--- src/rtl/uart_arb_pkg.sv ---
// Shared definitions for the UART transmit arbiter.
//
// Contents:
//   arb_state_e          - arbiter FSM encoding (idle, load, wait for frame done)
//   DataWDefault         - default byte width per requester
//   ClkHz/Baud/ClksPerBit - UART timing constants for the 100 MHz system clock
//   TimeoutCyclesDefault - default watchdog limit, used only with UART_ARB_TIMEOUT_EN

package uart_arb_pkg;

    typedef enum logic [1:0] {
        StIdle     = 2'd0,
        StLoad     = 2'd1,
        StWaitDone = 2'd2
    } arb_state_e;

    localparam int unsigned DataWDefault = 8;

    localparam int unsigned ClkHz      = 100_000_000;
    localparam int unsigned Baud       = 9600;
    localparam int unsigned ClksPerBit = ClkHz / Baud;  // 10416

    // One 10-bit frame at 9600 baud is 104160 cycles; leave some margin.
    localparam int unsigned TimeoutCyclesDefault = 120_000;

endpackage

--- src/rtl/uart_rr_pick.sv ---
// Combinational rotate-priority encoder.
//
// Finds the first asserted request searching cyclically from ptr+1, so the
// requester after the last winner has highest priority.
//
// Ports:
//   req   - request vector
//   ptr   - index of the last winner
//   idx   - index of the selected requester (0 when valid is low)
//   valid - at least one request is asserted

module uart_rr_pick #(
    parameter int unsigned NUM_REQ = 4
) (
    input  logic [NUM_REQ-1:0]         req,
    input  logic [$clog2(NUM_REQ)-1:0] ptr,
    output logic [$clog2(NUM_REQ)-1:0] idx,
    output logic                       valid
);

    localparam int unsigned IdxW = $clog2(NUM_REQ);

    always_comb begin
        int unsigned k;
        k     = 0;
        idx   = '0;
        valid = 1'b0;
        // Walk from the farthest candidate back to the nearest so the nearest
        // asserted request is the last one written and therefore wins.
        for (int i = NUM_REQ; i >= 1; i--) begin
            k = (32'(ptr) + 32'(i)) % NUM_REQ;
            if (req[k]) begin
                idx   = IdxW'(k);
                valid = 1'b1;
            end
        end
    end

endmodule

--- src/rtl/uart_tx_arbiter.sv ---
// Round-robin arbiter sharing one UART transmitter among NUM_REQ producers.
//
// A grant latches the winner's byte and acks it, the next cycle pulses
// tx_start, then the grant is held until tx_done. One byte per ack.
//
// Ports:
//   clk, rst  - system clock, asynchronous active-low reset
//   req, din  - per-requester request level and flattened bytes
//   ack       - one-cycle pulse, byte of requester k latched
//   tx_start  - one-cycle start pulse to the transmitter
//   tx_data   - byte to transmit, held from tx_start until tx_done
//   tx_busy   - transmitter busy level (blocks new grants)
//   tx_done   - transmitter frame-complete pulse
//   grant_id  - index of current or last winner
//   arb_busy  - high from grant until return to idle
//   err       - one-cycle watchdog pulse
//
// Build option: define UART_ARB_TIMEOUT_EN to enable the WAIT_DONE watchdog
// (TIMEOUT_CYCLES). Without it, err is constant 0 and the arbiter waits for
// tx_done indefinitely.

module uart_tx_arbiter
    import uart_arb_pkg::*;
#(
    parameter int unsigned NUM_REQ        = 4,
    parameter int unsigned DATA_W         = DataWDefault,
    parameter int unsigned TIMEOUT_CYCLES = TimeoutCyclesDefault
) (
    input  logic                       clk,
    input  logic                       rst,
    input  logic [NUM_REQ-1:0]         req,
    input  logic [NUM_REQ*DATA_W-1:0]  din,
    output logic [NUM_REQ-1:0]         ack,
    output logic                       tx_start,
    output logic [DATA_W-1:0]          tx_data,
    input  logic                       tx_busy,
    input  logic                       tx_done,
    output logic [$clog2(NUM_REQ)-1:0] grant_id,
    output logic                       arb_busy,
    output logic                       err
);

    localparam int unsigned IdxW = $clog2(NUM_REQ);

    arb_state_e         state_q, state_d;
    logic [NUM_REQ-1:0] ack_q, ack_d;
    logic               start_q, start_d;
    logic [DATA_W-1:0]  data_q, data_d;
    logic [IdxW-1:0]    grant_q, grant_d;
    logic [IdxW-1:0]    ptr_q, ptr_d;
    logic               busy_q, busy_d;
    logic               err_q, err_d;

    logic [IdxW-1:0]    pick_idx;
    logic               pick_valid;
    logic               timeout;

    uart_rr_pick #(
        .NUM_REQ (NUM_REQ)
    ) u_pick (
        .req   (req),
        .ptr   (ptr_q),
        .idx   (pick_idx),
        .valid (pick_valid)
    );

`ifdef UART_ARB_TIMEOUT_EN
    localparam int unsigned CntW = $clog2(TIMEOUT_CYCLES + 1);

    logic [CntW-1:0] cnt_q;

    // Held at zero outside WAIT_DONE, so it starts from zero on every entry.
    always_ff @(posedge clk or negedge rst) begin
        if (!rst) begin
            cnt_q <= '0;
        end else if (state_q != StWaitDone) begin
            cnt_q <= '0;
        end else begin
            cnt_q <= cnt_q + 1'b1;
        end
    end

    // Fires on the edge that completes TIMEOUT_CYCLES cycles in WAIT_DONE.
    assign timeout = (state_q == StWaitDone) && (cnt_q == CntW'(TIMEOUT_CYCLES - 1));
`else
    assign timeout = 1'b0;
`endif

    always_comb begin
        state_d = state_q;
        ack_d   = '0;
        start_d = 1'b0;
        data_d  = data_q;
        grant_d = grant_q;
        ptr_d   = ptr_q;
        busy_d  = busy_q;
        err_d   = 1'b0;

        unique case (state_q)
            StIdle: begin
                if (pick_valid && !tx_busy) begin
                    data_d          = din[32'(pick_idx) * DATA_W +: DATA_W];
                    grant_d         = pick_idx;
                    ptr_d           = pick_idx;
                    ack_d[pick_idx] = 1'b1;
                    busy_d          = 1'b1;
                    state_d         = StLoad;
                end
            end
            StLoad: begin
                // Registered, so the pulse lands in the cycle after the ack.
                start_d = 1'b1;
                state_d = StWaitDone;
            end
            StWaitDone: begin
                if (tx_done) begin
                    busy_d  = 1'b0;
                    state_d = StIdle;
                end else if (timeout) begin
                    busy_d  = 1'b0;
                    err_d   = 1'b1;
                    state_d = StIdle;
                end
            end
            default: begin
                busy_d  = 1'b0;
                state_d = StIdle;
            end
        endcase
    end

    always_ff @(posedge clk or negedge rst) begin
        if (!rst) begin
            state_q <= StIdle;
            ack_q   <= '0;
            start_q <= 1'b0;
            data_q  <= '0;
            grant_q <= '0;
            ptr_q   <= IdxW'(NUM_REQ - 1);
            busy_q  <= 1'b0;
            err_q   <= 1'b0;
        end else begin
            state_q <= state_d;
            ack_q   <= ack_d;
            start_q <= start_d;
            data_q  <= data_d;
            grant_q <= grant_d;
            ptr_q   <= ptr_d;
            busy_q  <= busy_d;
            err_q   <= err_d;
        end
    end

    assign ack      = ack_q;
    assign tx_start = start_q;
    assign tx_data  = data_q;
    assign grant_id = grant_q;
    assign arb_busy = busy_q;
    assign err      = err_q;

endmodule

--- config.mk ---
export PLATFORM = sky130hd
export DESIGN_NAME = uart_tx_arbiter
export DESIGN_NICKNAME = d
export VERILOG_FILES = /design/src/rtl/uart_arb_pkg.sv /design/src/rtl/uart_rr_pick.sv /design/src/rtl/uart_tx_arbiter.sv
export SDC_FILE = /design/constraint.sdc
export NUM_CORES = 1
export LEC_CHECK = 0
export ABC_AREA = 1
export BUFFER_PORTS_ARGS = -buffer_cell sky130_fd_sc_hd__buf_2
export CAP_MARGIN = 15
export CORE_ASPECT_RATIO = 1.2
export CORE_MARGIN = 4
export CORE_UTILIZATION = 51
export CTS_CLUSTER_SIZE = 14
export DETAILED_ROUTE_END_ITERATION = 7
export PLACE_DENSITY_LB_ADDON = 0.25
export SYNTH_ARGS = -nofsm -noshare
export SYNTH_HDL_FRONTEND = slang
export SYNTH_SLANG_ARGS = --single-unit
--- constraint.sdc ---
create_clock -name clk -period 3.2 [get_ports clk]
set_clock_uncertainty 0.1 [all_clocks]
set_input_delay 0.64 -clock clk [delete_from_list [all_inputs] [get_ports clk]]
set_output_delay 0.64 -clock clk [all_outputs]
set_load 0.01 [all_outputs]
==> results.toml <==
[status]
outcome = "finished, final reports clean"

[place]
dp_hpwl_mm = 2.43
gp_congestion = 0.720
portBuffers = 55

[synthesis]
synth_flop_cell = "dfrtp_1"
synth.top_cell.area_share = 0.342
synth_edf_count = 0
postSynthAreaPerCell_um2 = 6.97
synth_common_cells = "nand2_1 (57), inv_1 (34), nand3_1 (25), dfrtp_1 (18), nand2_2 (15)"
synth_cells = 189
synth.area.top_cells = "dfrtp_1 (34%), nand2_1 (16%), inv_1 (9.7%), nand3_1 (9.5%), nand2_2 (7.1%)"
synthMostInstantiatedCell = "nand2_1"
ys_ff_latch = 20
yosys_warnings = 0
syn_area_um2 = 1320
postSynth.asyncResetShare = 1.00
synth_nets = 229
synth_largest_area_cell = "dfrtp_1"
synth_cell_types = 23
yosysSeqAreaShare = 0.382

[clocking]
clock_latency_ps = 300
clkSlewWorstSetupHoldPaths_ps = 120
cts_setup_buffers = 0
cts_resized = 0
h-tree-depth = 1
cts_buffers = 3
cts_buffer_depth = 2
tritoncts = "built"
cts-hold-fix-buffers = 0
cts.sinks = 20
cts-root-buf = "clkbuf_4"

[floorplanning]
num_rows = 19
core-area_um2 = 2380
dieArea_um2 = 3460
start_util = 0.554
io_pins = 57
die_w_um = 54.4
die_h_um = 63.7

[critical_path]
worstSetupStartpointType = "flop"
r2r_start = "ptr_q[0]$_DFFE_PN1P_"
ff2ff_path_depth = 9
end_kind = "flop"
cp_data_required_time_ps = 3320
cp.arrival_ps = 2240
path_class = "flop to flop"
worst-path-max-fanout = 16
r2r-end = "ptr_q[0]$_DFFE_PN1P_"
ff2ff_setup_slack_ps = 1090

[power]
power.density_nw_per_um2 = 1090
leakage_nw = 1.02
ir_drop_mv = 0.626

[sta]
rsz0062_at_grt = "false"
fin_setup_tns_ps = 0
fin_crit_sh = 0.661
hold_viol = 0
fmax_mhz = 473
hold_slack_ps = 156
setup_viol = 0
period_minus_slack_ps = 2110
drv_slew = 0

[grt]
grt_pass1_vias = 1295
grt_max_degree = 23
gr-usage-all-layers = 0.199
grt_antenna_before_repair = 0
grt_overflow = 0
grt_pass1_wl_mm = 5.18

[route]
totalWireLength_mm = 3.04
num_vias = 1299
drtIter0Drc = 24
vias_per_cell = 4.74
drc_errors = 0
detail_route.wl_per_cell_um = 11.1
postRouteAntennaNets = 0
dr.pass1.iters = 4

[cells_and_area]
drive_gt1_frac = 0.362
antenna_cells = 0
final_nets = 284
area_growth_pct = 24.3
fillers = 223

[hold_path]
hold_class = "input port to async pin"

[flow_run]
cap_viol_max_count = 0
-- report_power, final --
group	switching [mW]	total, mW	internal (mW)
registers	0.0880	0.467	0.379
logic	0.735	1.11	0.373
clock network	0.0789	0.206	0.127
total	0.902	1.78	0.878
-- per-layer routing --
layer,vias to the layer above,global-route usage,share of wire,wire length [um]
met4,0,0.0561,0.0095,29
met1,572,0.221,0.39,1180
met2,43,0.359,0.54,1630
met3,4,0.0448,0.067,204
met5,-,0,0,0
li1,680,-,-,-
-- worst max-delay path by stage --
stage                     cells past startpoint                     end            startpoint  slack, ps
final                                         9    ptr_q[0]$_DFFE_PN1P_  ptr_q[0]$_DFFE_PN1P_       1090
after global routing                          9    ptr_q[0]$_DFFE_PN1P_  ptr_q[0]$_DFFE_PN1P_        910
after global placement                       11    ptr_q[0]$_DFFE_PN1P_                req[3]       1050
after CTS                                    10  tx_data[1]$_DFFE_PN0P_  ptr_q[0]$_DFFE_PN1P_       1090
after floorplan                              14  tx_data[5]$_DFFE_PN0P_                req[3]       1360
after detailed placement                     11    ptr_q[0]$_DFFE_PN1P_                req[3]       1010
-- registers in the layout (all words and copies together) (netlist names) --
signal and cells:
ack 4, tx_start 1, ptr_q 2, arb_busy 1, grant_id 2, state_q 2
tx_data 8
-- layout by cell type (no fill, tap or decap), drive strengths merged --
cell type  netlist  routed
o211ai           5       5
nand4            1       1
nor2             9       9
o21ai            3       3
dfrtp           18      18
clkbuf           0       3
nand3           26      26
conb             1       1
nand2           75      75
nor3             3       3
buf              5      55
dfstp            2       2
inv             39      39
o21a             1       1
bufinv           0       1
a21oi            1       1
-- critical path: stages, from the launching register on --
cell	delay [ps]
dfstp_2	700
nand2_1	110
nand2_1	100
nand2_1	70
nor3_1	130
nor2_1	70
nand2_2	260
inv_1	190
nand2_1	180
o21ai_0	120
-- metrics by stage --
step	util	cells	setup slack [ps]	area, um^2	power (mW)
final	0.689	274	1090	1640	1.78
after CTS	0.689	274	1090	1640	1.79
after detailed placement	0.667	270	1010	1590	1.58
after global placement	0.667	270	1050	1590	1.55
after global routing	0.689	274	912	1640	1.96
after floorplan	-	189	1360	1320	1.38
-- kinds of logic (layout without fill, tap and decap cells) --
| family | after synthesis | in the layout | share of synthesized area |
|---|---|---|---|
| and+or+nand+nor | 114 | 114 | 0.413 |
| other | 1 | 1 | 0.00285 |
| DFF | 20 | 20 | 0.382 |
| AOI/OAI and AO/OA | 10 | 10 | 0.0522 |
| buffers and inverters | 44 | 98 | 0.150 |
-- layout make-up --
| class | count | area, um^2 | share of cell area |
|---|---|---|---|
| tap | 31 | 38.8 | 0.0237 |
| clock buffer | 3 | 22.5 | 0.0138 |
| inverter | 39 | 151 | 0.0924 |
| multi-input combinational | 125 | 617 | 0.377 |
| sequential | 20 | 503 | 0.307 |
| timing repair buffer | 55 | 275 | 0.168 |
| clock inverter | 1 | 30.0 | 0.0183 |
(Power assumes the default switching activity.)
